`src/rtl/debounce_array.sv`:
```
// Multi-channel push-button conditioner: 2-flop sync, debounce, press/release pulses.
// Auto-repeat pulse train while held is built only when DEBOUNCE_AUTO_REPEAT_EN is defined.
module debounce_array #(
  parameter int unsigned N_CH            = 5,
  parameter int unsigned DEBOUNCE_CYCLES = 1_000_000,
  parameter int unsigned HOLD_CYCLES     = 100_000_000,
  parameter int unsigned REPEAT_CYCLES   = 20_000_000
) (
  input  logic            clk_in,
  input  logic            rst_n,
  input  logic [N_CH-1:0] pb,
  output logic [N_CH-1:0] pb_level,
  output logic [N_CH-1:0] press_pulse,
  output logic [N_CH-1:0] release_pulse,
  output logic [N_CH-1:0] repeat_pulse
);

  localparam int unsigned DW = $clog2(DEBOUNCE_CYCLES + 1);
  localparam logic [DW-1:0] DB_LAST = DW'(DEBOUNCE_CYCLES - 1);

  logic [N_CH-1:0] sync0;
  logic [N_CH-1:0] sync1;
  logic [N_CH-1:0] stable;
  logic [DW-1:0]   db_cnt [N_CH];
  logic [N_CH-1:0] db_done;
  logic [N_CH-1:0] rise;
  logic [N_CH-1:0] fall;

  // Debounce terminal: input has differed from stable for DEBOUNCE_CYCLES samples
  always_comb begin
    db_done = '0;
    for (int i = 0; i < int'(N_CH); i++) begin
      db_done[i] = (sync1[i] != stable[i]) && (db_cnt[i] == DB_LAST);
    end
    rise = db_done & sync1;
    fall = db_done & ~sync1;
  end

  always_ff @(posedge clk_in) begin
    if (!rst_n) begin
      sync0         <= '0;
      sync1         <= '0;
      stable        <= '0;
      press_pulse   <= '0;
      release_pulse <= '0;
      for (int i = 0; i < int'(N_CH); i++) begin
        db_cnt[i] <= '0;
      end
    end else begin
      sync0         <= pb;
      sync1         <= sync0;
      stable        <= stable ^ db_done;
      press_pulse   <= rise;
      release_pulse <= fall;
      for (int i = 0; i < int'(N_CH); i++) begin
        if ((sync1[i] == stable[i]) || db_done[i]) begin
          db_cnt[i] <= '0;
        end else begin
          db_cnt[i] <= db_cnt[i] + DW'(1);
        end
      end
    end
  end

  assign pb_level = stable;

`ifdef DEBOUNCE_AUTO_REPEAT_EN
  localparam int unsigned HR_MAX = (HOLD_CYCLES > REPEAT_CYCLES) ? HOLD_CYCLES : REPEAT_CYCLES;
  localparam int unsigned HW     = $clog2(HR_MAX + 1);
  localparam logic [HW-1:0] HOLD_LAST = HW'(HOLD_CYCLES - 1);
  localparam logic [HW-1:0] REP_LAST  = HW'(REPEAT_CYCLES - 1);

  typedef enum logic [1:0] {
    ST_IDLE    = 2'd0,
    ST_PRESSED = 2'd1,
    ST_REPEAT  = 2'd2
  } state_e;

  state_e          state_q  [N_CH];
  state_e          state_d  [N_CH];
  logic [HW-1:0]   hr_cnt_q [N_CH];
  logic [HW-1:0]   hr_cnt_d [N_CH];
  logic [N_CH-1:0] rep_d;

  // State register, hold/repeat counters and registered repeat pulse
  always_ff @(posedge clk_in) begin
    if (!rst_n) begin
      repeat_pulse <= '0;
      for (int i = 0; i < int'(N_CH); i++) begin
        state_q[i]  <= ST_IDLE;
        hr_cnt_q[i] <= '0;
      end
    end else begin
      repeat_pulse <= rep_d;
      for (int i = 0; i < int'(N_CH); i++) begin
        state_q[i]  <= state_d[i];
        hr_cnt_q[i] <= hr_cnt_d[i];
      end
    end
  end

  // Next state; a release always wins over a repeat due in the same cycle
  always_comb begin
    for (int i = 0; i < int'(N_CH); i++) begin
      state_d[i]  = state_q[i];
      hr_cnt_d[i] = '0;
      case (state_q[i])
        ST_IDLE: begin
          if (rise[i]) state_d[i] = ST_PRESSED;
        end
        ST_PRESSED: begin
          if (fall[i]) begin
            state_d[i] = ST_IDLE;
          end else if (hr_cnt_q[i] == HOLD_LAST) begin
            state_d[i] = ST_REPEAT;
          end else begin
            hr_cnt_d[i] = hr_cnt_q[i] + HW'(1);
          end
        end
        ST_REPEAT: begin
          if (fall[i]) begin
            state_d[i] = ST_IDLE;
          end else if (hr_cnt_q[i] != REP_LAST) begin
            hr_cnt_d[i] = hr_cnt_q[i] + HW'(1);
          end
        end
        default: state_d[i] = ST_IDLE;
      endcase
    end
  end

  // Repeat pulse request
  always_comb begin
    rep_d = '0;
    for (int i = 0; i < int'(N_CH); i++) begin
      rep_d[i] = !fall[i] &&
                 (((state_q[i] == ST_PRESSED) && (hr_cnt_q[i] == HOLD_LAST)) ||
                  ((state_q[i] == ST_REPEAT)  && (hr_cnt_q[i] == REP_LAST)));
    end
  end
`else
  assign repeat_pulse = '0;
`endif

endmodule

```
`config.mk`:
```
export PLATFORM = sky130hd
export DESIGN_NAME = debounce_array
export DESIGN_NICKNAME = d
export VERILOG_FILES = /design/src/rtl/debounce_array.sv
export SDC_FILE = /design/constraint.sdc
export NUM_CORES = 1
export LEC_CHECK = 0
export BUFFER_PORTS_ARGS = -buffer_cell sky130_fd_sc_hd__buf_2
export CAP_MARGIN = 25
export CORE_MARGIN = 3
export CORE_UTILIZATION = 40
export CTS_CLUSTER_DIAMETER = 40
export DETAILED_ROUTE_END_ITERATION = 10
export PLACE_DENSITY_LB_ADDON = 0.15
export SYNTH_ARGS = -nofsm -noshare
export SYNTH_HDL_FRONTEND = slang
export SYNTH_SLANG_ARGS = --single-unit
```
`constraint.sdc`:
```
create_clock -name clk_in -period 2.7 [get_ports clk_in]
set_clock_uncertainty 0.05 [all_clocks]
set_input_delay 0.135 -clock clk_in [delete_from_list [all_inputs] [get_ports clk_in]]
set_output_delay 0.135 -clock clk_in [all_outputs]
set_load 0.1 [all_outputs]
```
==> results.json, run 1 <==
{
  "detail_route.wl_per_cell_um": 12.41,
  "synth_cell_types": 41,
  "final_area_um2": 7834,
  "start_util": 0.4163,
  "total_clock_buffers_created_by_cts": 17,
  "die-area_um2": 17740,
  "nNetsFinal": 759,
  "final_routed_drc_violation_total": 0,
  "final-max-slew-violation-count": 0,
  "finalWorstSetupSlack_ns": 0.3531,
  "register_area_um2": 3503,
  "boundaryPins": 27,
  "leading_register_cell_type_out_of_synthesis": "sky130_fd_sc_hd__edfxtp_1",
  "place_hpwl_um": 8500,
  "cp_cell_sequence": "or4_1, or4_4, o221ai_2, buf_12, nor2_2",
  "ant_nets": 0,
  "required_time_of_the_worst_setup_path_ns": 2.82,
  "placement_rows": 45,
  "syn-mean-instance-area_um2": 10.45,
  "insertion_delay_ns": 0.41,
  "ctsRootBufferMaster": "sky130_fd_sc_hd__clkbuf_16",
  "worst_setup_path_start_kind": "flop",
  "antenna_found_initial": 0,
  "preCtsSetupSlack_ns": 0.3602,
  "ys_ff_latch": 125,
  "drt-pass1-iter-count": 5,
  "power_leakage_nw": 2.752,
  "timing_worst_setup_path_type": "flop to flop",
  "synth.yosys.seq_area_share": 0.5415,
  "num_antenna_cells": 0,
  "hold_path.class": "input pin to flop",
  "power.density_nw_per_um2": 608.9,
  "cts.sink_count": 125,
  "via_count": 4775,
  "fill_cells": 1455,
  "gr-total-overflow": 0,
  "post-route-period-util": 0.8692,
  "multi_input_area_um2": 3131,
  "post-synth-top-area-cell": "sky130_fd_sc_hd__edfxtp_1",
  "synth.mux.area_fraction": 0,
  "tritoncts": "yes",
  "cts.path.max_buffers": 2,
  "finalSetupTns_ns": 0,
  "yosys.area.top_type_share": 0.4641,
  "netlist_top_cells_area": "sky130_fd_sc_hd__edfxtp_1, sky130_fd_sc_hd__dfxtp_1, sky130_fd_sc_hd__xnor2_1",
  "coreArea_um2": 15540,
  "synth_compound_gate_area_share": 0.06633,
  "areaGrowthSynthToFinish_pct": 21.08,
  "worst_slew_pin_slew_ns": 0.6559,
  "grt_pass1_wl_um": 20760,
  "width_of_the_chip_um": 133.2,
  "unrepaired_setup_endpoints_after_global_routing": "no",
  "post-route-util": 0.5041,
  "overall_die_height_um": 133.2,
  "postCtsSetupBuffers": 0,
  "place_congestion": 0.8050,
  "clk_transition_reported_paths_ns": 0.05,
  "h-tree-depth": 4,
  "run_status": "finished clean",
  "timing.final.hold_violations": 0,
  "critical_path.slowest_cell": "sky130_fd_sc_hd__or4_4",
  "totalWireLength_um": 12050,
  "global_route.usage.total": 0.1444,
  "crit_path_max_fanout": 20,
  "yosys.area_share.xor_xnor": 0.08799,
  "io_buffer_count": 21,
  "critPathCaptureType": "flop",
  "worst-endpoint-arrival_ns": 2.47,
  "post_drt_via_cell_ratio": 4.918,
  "min_period_ns": 2.347,
  "highest_clock_rate_mhz": 426.1,
  "post_route_cells_drive_above_1_share": 0.1132,
  "slew_limit_headroom": 0.5587,
  "async_reset_ff_frac": 0,
  "synth_simple_gate_area_share": 0.2589,
  "yosysWarnings": 0,
  "finalSetupViolCount": 0,
  "syn_area_um2": 6470,
  "post_synth_fa_ha_maj_area_fraction": 0.009669,
  "synthesis.instances": 619,
  "grt_start_max_net_pins": 24,
  "vdd_drop_max_mv": 0.4085,
  "synth_top_family_by_area": "simple AND/OR/NAND/NOR gates",
  "drt-initial-drc-count": 352,
  "vias_in_the_first_global_route": 4402,
  "timing.max_cap.violations": 0,
  "placement.cell_area_um2": 7154,
  "synth_enable_flop_cells": 100,
  "stage_delay_of_the_slowest_cell_on_the_critical_path_ns": 0.55
}
-- report_power, final --
group          internal, W  total, W  switching [W]
combinational    0.0000675  0.000199       0.000131
sequential         0.00215   0.00223      0.0000736
clock              0.00153   0.00234       0.000813
total              0.00375   0.00477        0.00102
-- worst max-delay path: cells and delay by family, from the launching register on --
kind / cells / cell delay (ns)
flip-flops: 1 / 0.44
AND/OR/NAND/NOR: 3 / 1.15
AO/OA/AOI/OAI: 1 / 0.24
buffers and inverters: 1 / 0.22
-- cell usage after synthesis, types with 4 or more instances --
| cell type | n |
|---|---|
| sky130_fd_sc_hd__edfxtp_1 | 100 |
| sky130_fd_sc_hd__dfxtp_1 | 25 |
| sky130_fd_sc_hd__nor2b_1 | 4 |
| sky130_fd_sc_hd__ha_1 | 5 |
| sky130_fd_sc_hd__nand2_1 | 31 |
| sky130_fd_sc_hd__nor3_1 | 10 |
| sky130_fd_sc_hd__xor2_1 | 31 |
| sky130_fd_sc_hd__or4_1 | 16 |
| sky130_fd_sc_hd__nor4b_1 | 12 |
| sky130_fd_sc_hd__nor2_1 | 64 |
| sky130_fd_sc_hd__nand4_1 | 26 |
| sky130_fd_sc_hd__a21oi_1 | 28 |
| sky130_fd_sc_hd__nor4_1 | 12 |
| sky130_fd_sc_hd__and4_1 | 9 |
| sky130_fd_sc_hd__inv_1 | 23 |
| sky130_fd_sc_hd__nor2_2 | 15 |
| sky130_fd_sc_hd__and2_1 | 15 |
| sky130_fd_sc_hd__xnor2_1 | 34 |
| sky130_fd_sc_hd__buf_4 | 5 |
| sky130_fd_sc_hd__o31ai_1 | 9 |
| sky130_fd_sc_hd__or3_1 | 20 |
| sky130_fd_sc_hd__a21oi_2 | 5 |
| sky130_fd_sc_hd__nand3_1 | 40 |
| sky130_fd_sc_hd__and3_1 | 16 |
| sky130_fd_sc_hd__o21ai_0 | 21 |
| sky130_fd_sc_hd__clkbuf_1 | 19 |
-- metal layers --
layer / global-route usage / routed length [µm] / up-vias
met5: 0 / 0 / -
met4: 0.07086 / 286 / 0
met3: 0.03927 / 472 / 21
met2: 0.2184 / 5571 / 96
met1: 0.1921 / 5716 / 2232
li1: - / - / 2426
-- sequential cells by signal, indices dropped and copies added (netlist names), named ones only --
register,flops
db_cnt,100
press_pulse,5
sync1,5
sync0,5
release_pulse,5
-- cell type report --
cell class                      instances  area share
Sequential cell                       125      0.4472
Multi-Input combinational cell        547      0.3996
Clock buffer                           26     0.07187
Tap cell                              211     0.03370
Timing Repair Buffer                   33     0.02811
Inverter                               23     0.01102
Clock inverter                          6    0.008465
-- per-stage QoR --
stage / power [W] / hold slack [ns] / instances
detailed placement: 0.002455 / 0.2961 / 934
CTS: 0.004834 / 0.1777 / 971
global route: 0.004965 / 0.1887 / 971
global placement: 0.002448 / 0.2966 / 934
finish: 0.004770 / 0.1858 / 971
floorplan: 0.002410 / 0.2123 / 722
-- cells by family after synthesis --
family,Yosys count
compound gates,71
fa+ha+maj,5
xor+xnor,65
other cells,2
buf+inv,50
simple gates,301
flops,125
-- cells in the final DEF (no fill, tap or decap), drive strengths merged, types with 5 or more instances in the layout --
cell         synthesis  final
nand3               41     41
ha                   5      5
nor2                79     79
nor3                10     10
dlygate4sd3          0      5
conb                 2    105
and2                15     15
dfxtp               25     25
o31ai                9      9
nor4                12     12
nor4b               12     12
or4                 17     17
edfxtp             100    100
nand4               26     26
and3                16     16
and4                 9      9
clkbuf              19     26
xnor2               34     34
buf                  8     28
or3                 21     21
a21oi               33     33
inv                 23     24
o21ai               21     21
nand2               31     31
xor2                31     31
-- timing repair --
action | CTS | global route
setup endpoints to repair | 0 | 0
hold buffers | 5 | 0
hold endpoints to repair | 5 | 0
resized for setup | 0 | 0
-- worst paths after layout --
| kind | depth (start not counted) | end | from | slack, ns |
|---|---|---|---|---|
| min | 2 | sync0[2] | rst_n | 0.19 |
| max | 5 | db_cnt[4][14] | db_cnt[4][15] | 0.35 |
| min reg2reg | 1 | sync1[3] | sync0[3] | 0.39 |
| max reg2reg | 5 | db_cnt[4][14] | db_cnt[4][15] | 0.35 |
No activity file was read; power rests on OpenSTA's default activity.
==> inputs of run 2 (changes only) <==
Clock period 2.7 ns to 2.8 ns, I/O delays scaled along.
==> run 2 against run 1 <==
Effect of this change: register-to-register slack better by 0.096 ns; design area hardly changed; die area stayed put; fmax is 0.18% lower; global-route usage is 0.15 points lower; non-clock buffer count stayed put; power is 4.0% lower; clock power is 4% lower; sequential share of layout area hardly changed; first-iteration DRC count is 6.5% lower; flip-flop and latch count stayed put.
==> results.json, run 2 (synthesis gave the netlist of run 1 again) <==
{
  "share_seq_of_total_power": 0.469,
  "critical_path.n_buffers_inverters": 1,
  "boundaryPins": 27,
  "vdd_drop_max_mv": 0.4186,
  "via_count": 4791,
  "power_leakage_nw": 2.753,
  "antenna_found_initial": 0,
  "nNetsFinal": 759,
  "num_antenna_cells": 0,
  "switching_power_w": 0.0009883,
  "final_routed_drc_violation_total": 0,
  "largest_register_ffs": 100,
  "placement_rows": 45,
  "cts.sink_count": 125,
  "place_hpwl_um": 8801,
  "drt-pass1-iter-count": 5,
  "drt-initial-drc-count": 329,
  "unrepaired_setup_endpoints_after_global_routing": "no",
  "placement.cell_area_um2": 7154,
  "totalWireLength_um": 12300,
  "crit_path_max_fanout": 20,
  "worst_setup_path_start_kind": "flop",
  "critPathCaptureType": "flop",
  "path_delay_family": "simple AND/OR/NAND/NOR gates",
  "layout_commonest_cell": "sky130_fd_sc_hd__conb_1",
  "finalSetupTns_ns": 0,
  "run_status": "finished clean",
  "die-area_um2": 17740,
  "regToRegSetupSlack_ns": 0.45,
  "hold_path.class": "input pin to flop",
  "switching_portion_of_total_power": 0.2157,
  "io_buffer_count": 21,
  "vias_in_the_first_global_route": 4449,
  "pwr-share-comb": 0.042,
  "insertion_delay_ns": 0.41,
  "totalPowerFinal_w": 0.004581,
  "final-max-slew-violation-count": 0,
  "gr-total-overflow": 0,
  "ant_nets": 0,
  "worst-endpoint-arrival_ns": 2.47,
  "worst_slew_pin_slew_ns": 0.7226,
  "power.density_nw_per_um2": 585.4,
  "critical_path.slowest_cell": "sky130_fd_sc_hd__or4_4",
  "cts.path.max_buffers": 2,
  "ctsRootBufferMaster": "sky130_fd_sc_hd__clkbuf_16",
  "post-route-period-util": 0.8397,
  "post_drt_via_cell_ratio": 4.934,
  "grt_start_max_net_pins": 24,
  "reg_with_most_ffs": "db_cnt",
  "post_route_cells_drive_above_1_share": 0.1132,
  "detail_route.wl_per_cell_um": 12.66,
  "required_time_of_the_worst_setup_path_ns": 2.92,
  "overall_die_height_um": 133.2,
  "postCtsSetupBuffers": 0,
  "tritoncts": "yes",
  "h-tree-depth": 4,
  "timing.final.hold_violations": 0,
  "postCtsResizedCells": 0,
  "hold_ws_ns": 0.1898,
  "cp_cell_sequence": "or4_1, or4_4, o221ai_2, buf_12, nor2_2",
  "timing.max_cap.violations": 0,
  "grt_pass1_wl_um": 20590,
  "areaGrowthSynthToFinish_pct": 20.96,
  "global_route.usage.total": 0.1430,
  "place_congestion": 0.8030,
  "min_period_ns": 2.351,
  "highest_clock_rate_mhz": 425.3,
  "timing_worst_setup_path_type": "flop to flop",
  "cell_internal_pwr_w": 0.003593,
  "power.clock.fraction": 0.489,
  "finalSetupViolCount": 0,
  "start_util": 0.4163,
  "mostFrequentLayoutCells": "sky130_fd_sc_hd__conb_1, sky130_fd_sc_hd__edfxtp_1, sky130_fd_sc_hd__nor2_1, sky130_fd_sc_hd__nand3_1, sky130_fd_sc_hd__xnor2_1",
  "total_clock_buffers_created_by_cts": 17,
  "clk_transition_reported_paths_ns": 0.06,
  "slew_limit_headroom": 0.5138,
  "final_area_um2": 7826,
  "coreArea_um2": 15540,
  "width_of_the_chip_um": 133.2,
  "stage_delay_of_the_slowest_cell_on_the_critical_path_ns": 0.55
}
==> run 2: cell count changes in the layout (fill, tap and decap cells not counted), sizes merged <==
cell | previous run | this run
clkbuf | 26 | 25
clkinvlp | 3 | 2
inv | 24 | 23
clkinv | 1 | 4
==> run 2: power groups by stage <==
stage,clock network [W],registers [W],logic (W)
final,0.00224,0.00215,0.000193
after global routing,0.00237,0.00216,0.000219
after CTS,0.00229,0.00215,0.000191
after detailed placement,0,0.00218,0.000184
after global placement,0,0.00218,0.000180
after floorplan,0,0.00216,0.000160
==> run 2: through the flow <==
step	utilization	worst slack, ns	std cells
finish	0.5036	0.4489	971
global route	0.5036	0.3862	971
global placement	0.4604	0.4896	934
detailed placement	0.4604	0.4631	934
floorplan	-	0.5963	722
CTS	0.5036	0.4521	971
==> run 2: path summary, 6_finish.rpt <==
kind / from / endpoint / cells past startpoint
setup / recovery: db_cnt[4][15] / db_cnt[4][8] / 5
hold / removal: rst_n / sync0[3] / 2
setup reg to reg: db_cnt[4][15] / db_cnt[4][8] / 5
hold reg to reg: sync0[0] / sync1[0] / 1
==> run 2: timing repair <==
action | CTS | global route
hold endpoints to repair | 5 | 0
setup endpoints to repair | 0 | 0
hold buffers | 5 | 0
==> run 2: cell type report <==
class | instances | area, µm²
Clock buffer | 25 | 549.3
Clock inverter | 7 | 72.57
Fill cell | 1472 | 7714
Sequential cell | 125 | 3503
Multi-Input combinational cell | 547 | 3131
Inverter | 23 | 86.33
Tap cell | 211 | 264.0
Timing Repair Buffer | 33 | 220.2
==> run 2: routing by layer <==
metal,up-vias,global-route usage,share of wire,wire (µm)
met2,70,0.2263,0.47,5722
met4,0,0.06743,0.023,285
met3,21,0.03927,0.038,469
met5,-,0,0,0
li1,2431,-,-,-
met1,2269,0.1823,0.47,5820
==> inputs of run 3 (changes only) <==
Clock period 2.8 ns to 2 ns, I/O delays scaled along.
==> run 3 against run 2 <==
Effect of this change: the run now ends with setup timing left; die area unchanged; clock power grew 27%; global-route usage grew 0.85 points; largest power group is now sequential cells.
==> results.json, run 3 (synthesis gave the netlist of run 1 again) <==
{
  "run_status": "finished with violations",
  "violations_in_the_final_reports": "setup timing",
  "ctsRootBufferMaster": "sky130_fd_sc_hd__clkbuf_16",
  "stage_delay_of_the_slowest_cell_on_the_critical_path_ns": 0.54,
  "vias_in_the_first_global_route": 4820,
  "vdd_drop_max_mv": 0.5412,
  "worst-endpoint-arrival_ns": 2.34,
  "reg_with_most_ffs": "db_cnt",
  "finalSetupViolCount": 21,
  "cts.sink_count": 125,
  "boundaryPins": 27,
  "post_drt_via_cell_ratio": 4.935,
  "antenna_found_initial": 0,
  "path_delay_family": "simple AND/OR/NAND/NOR gates",
  "cts.path.max_buffers": 2,
  "h-tree-depth": 4,
  "global_route.usage.total": 0.1514,
  "min_period_ns": 2.223,
  "highest_clock_rate_mhz": 449.9,
  "final-max-slew-violation-count": 0,
  "gr-total-overflow": 0,
  "grt_start_max_net_pins": 24,
  "totalPowerFinal_w": 0.006169,
  "ant_nets": 0,
  "switching_power_w": 0.001453,
  "detail_route.wl_per_cell_um": 12.48,
  "switching_portion_of_total_power": 0.2355,
  "start_util": 0.4163,
  "insertion_delay_ns": 0.42,
  "post-route-period-util": 1.111,
  "timing_worst_setup_path_type": "flop to flop",
  "pwr-share-comb": 0.055,
  "crit_path_max_fanout": 20,
  "cell_internal_pwr_w": 0.004717,
  "drt-initial-drc-count": 245,
  "critPathCaptureType": "flop",
  "die-area_um2": 17740,
  "power.clock.fraction": 0.460,
  "share_seq_of_total_power": 0.485,
  "hold_path.class": "input pin to flop",
  "register_area_um2": 3503,
  "worst_setup_path_start_kind": "flop",
  "coreArea_um2": 15540,
  "nNetsFinal": 814,
  "overall_die_height_um": 133.2,
  "total_clock_buffers_created_by_cts": 17,
  "multi_input_area_um2": 3218,
  "power.density_nw_per_um2": 746.4,
  "power_leakage_nw": 2.987,
  "via_count": 5063,
  "place_hpwl_um": 9210,
  "final_area_um2": 8265,
  "layout_commonest_cell": "sky130_fd_sc_hd__conb_1",
  "num_antenna_cells": 0,
  "place_congestion": 0.7744,
  "timing.final.hold_violations": 0,
  "drt-pass1-iter-count": 4,
  "placement_rows": 45,
  "timing.max_cap.violations": 0,
  "mostFrequentLayoutCells": "sky130_fd_sc_hd__conb_1, sky130_fd_sc_hd__edfxtp_1, sky130_fd_sc_hd__nor2_1, sky130_fd_sc_hd__buf_4, sky130_fd_sc_hd__nand3_1",
  "critical_path.slowest_cell": "sky130_fd_sc_hd__or4_4",
  "post_route_cells_drive_above_1_share": 0.1939,
  "unrepaired_setup_endpoints_after_global_routing": "yes",
  "clk_transition_reported_paths_ns": 0.05,
  "required_time_of_the_worst_setup_path_ns": 2.12,
  "width_of_the_chip_um": 133.2,
  "placement.cell_area_um2": 7564,
  "fill_cells": 1454,
  "critical_path.n_buffers_inverters": 1,
  "io_buffer_count": 21,
  "cp_cell_sequence": "or4_1, or4_4, o221ai_4, buf_12, nor2_2",
  "totalWireLength_um": 12800,
  "areaGrowthSynthToFinish_pct": 27.75,
  "tritoncts": "yes",
  "final_routed_drc_violation_total": 0,
  "finalWorstSetupSlack_ns": -0.2229,
  "largest_register_ffs": 100,
  "grt_pass1_wl_um": 21720
}
## run 3: cell count changes in the layout (fill, tap and decap cells not counted), sizes merged
cell / before / now
clkinv: 4 / 6
bufinv: 1 / 0
clkbuf: 25 / 19
clkinvlp: 2 / 7
buf: 28 / 83
## run 3: final timing paths
path	from	to	slack [ns]	cells past startpoint
worst min register to register	sync0[4]	sync1[4]	0.38	1
worst min-delay path	rst_n	sync1[4]	0.16	2
worst max-delay path	db_cnt[4][13]	db_cnt[4][5]	-0.22	5
worst max register to register	db_cnt[4][13]	db_cnt[4][5]	-0.22	5
## run 3: power groups by stage
stage	Combinational, W	Sequential, W	Clock, W
2_1_floorplan	0.000225	0.00303	0
3_3_place_gp	0.000315	0.00303	0
3_5_place_dp	0.000319	0.00304	0
4_1_cts	0.000330	0.00299	0.00294
5_1_grt	0.000383	0.00300	0.00304
6_report	0.000340	0.00299	0.00284
## run 3: layer usage
| layer | global-route usage | wire (µm) | vias up |
|---|---|---|---|
| met3 | 0.04116 | 331 | 15 |
| li1 | - | - | 2540 |
| met2 | 0.2469 | 6228 | 71 |
| met4 | 0.07029 | 206 | 0 |
| met5 | 0 | 0 | - |
| met1 | 0.1878 | 6038 | 2437 |
## run 3: area by class of cell
type                    count  share of cell area
clock buffers              19             0.05616
flip-flops and latches    125              0.4239
well taps                 211             0.03194
inverters                  23             0.01045
multi-input cells         547              0.3893
repair buffers             88             0.07705
clock inverters            13             0.01120
## run 3: what timing repair did
action,in CTS,in global routing
hold buffers,5,0
pin swaps,0,4
buffers inserted,1,1
endpoints found under the setup margin,36,98
hold endpoints to repair,5,0
resized for setup,2,15
## run 3: stage by stage
step | instances | hold WS, ns | worst slack [ns] | utilization | TNS (ns)
global placement | 987 | 0.2602 | -0.2052 | 0.4867 | -4.121
finish | 1026 | 0.1609 | -0.2229 | 0.5319 | -4.292
global route | 1026 | 0.1696 | -0.2941 | 0.5319 | -5.855
floorplan | 722 | 0.1773 | -0.1831 | - | -3.617
CTS | 1025 | 0.1323 | -0.2270 | 0.5270 | -4.448
detailed placement | 987 | 0.2646 | -0.2234 | 0.4867 | -4.307
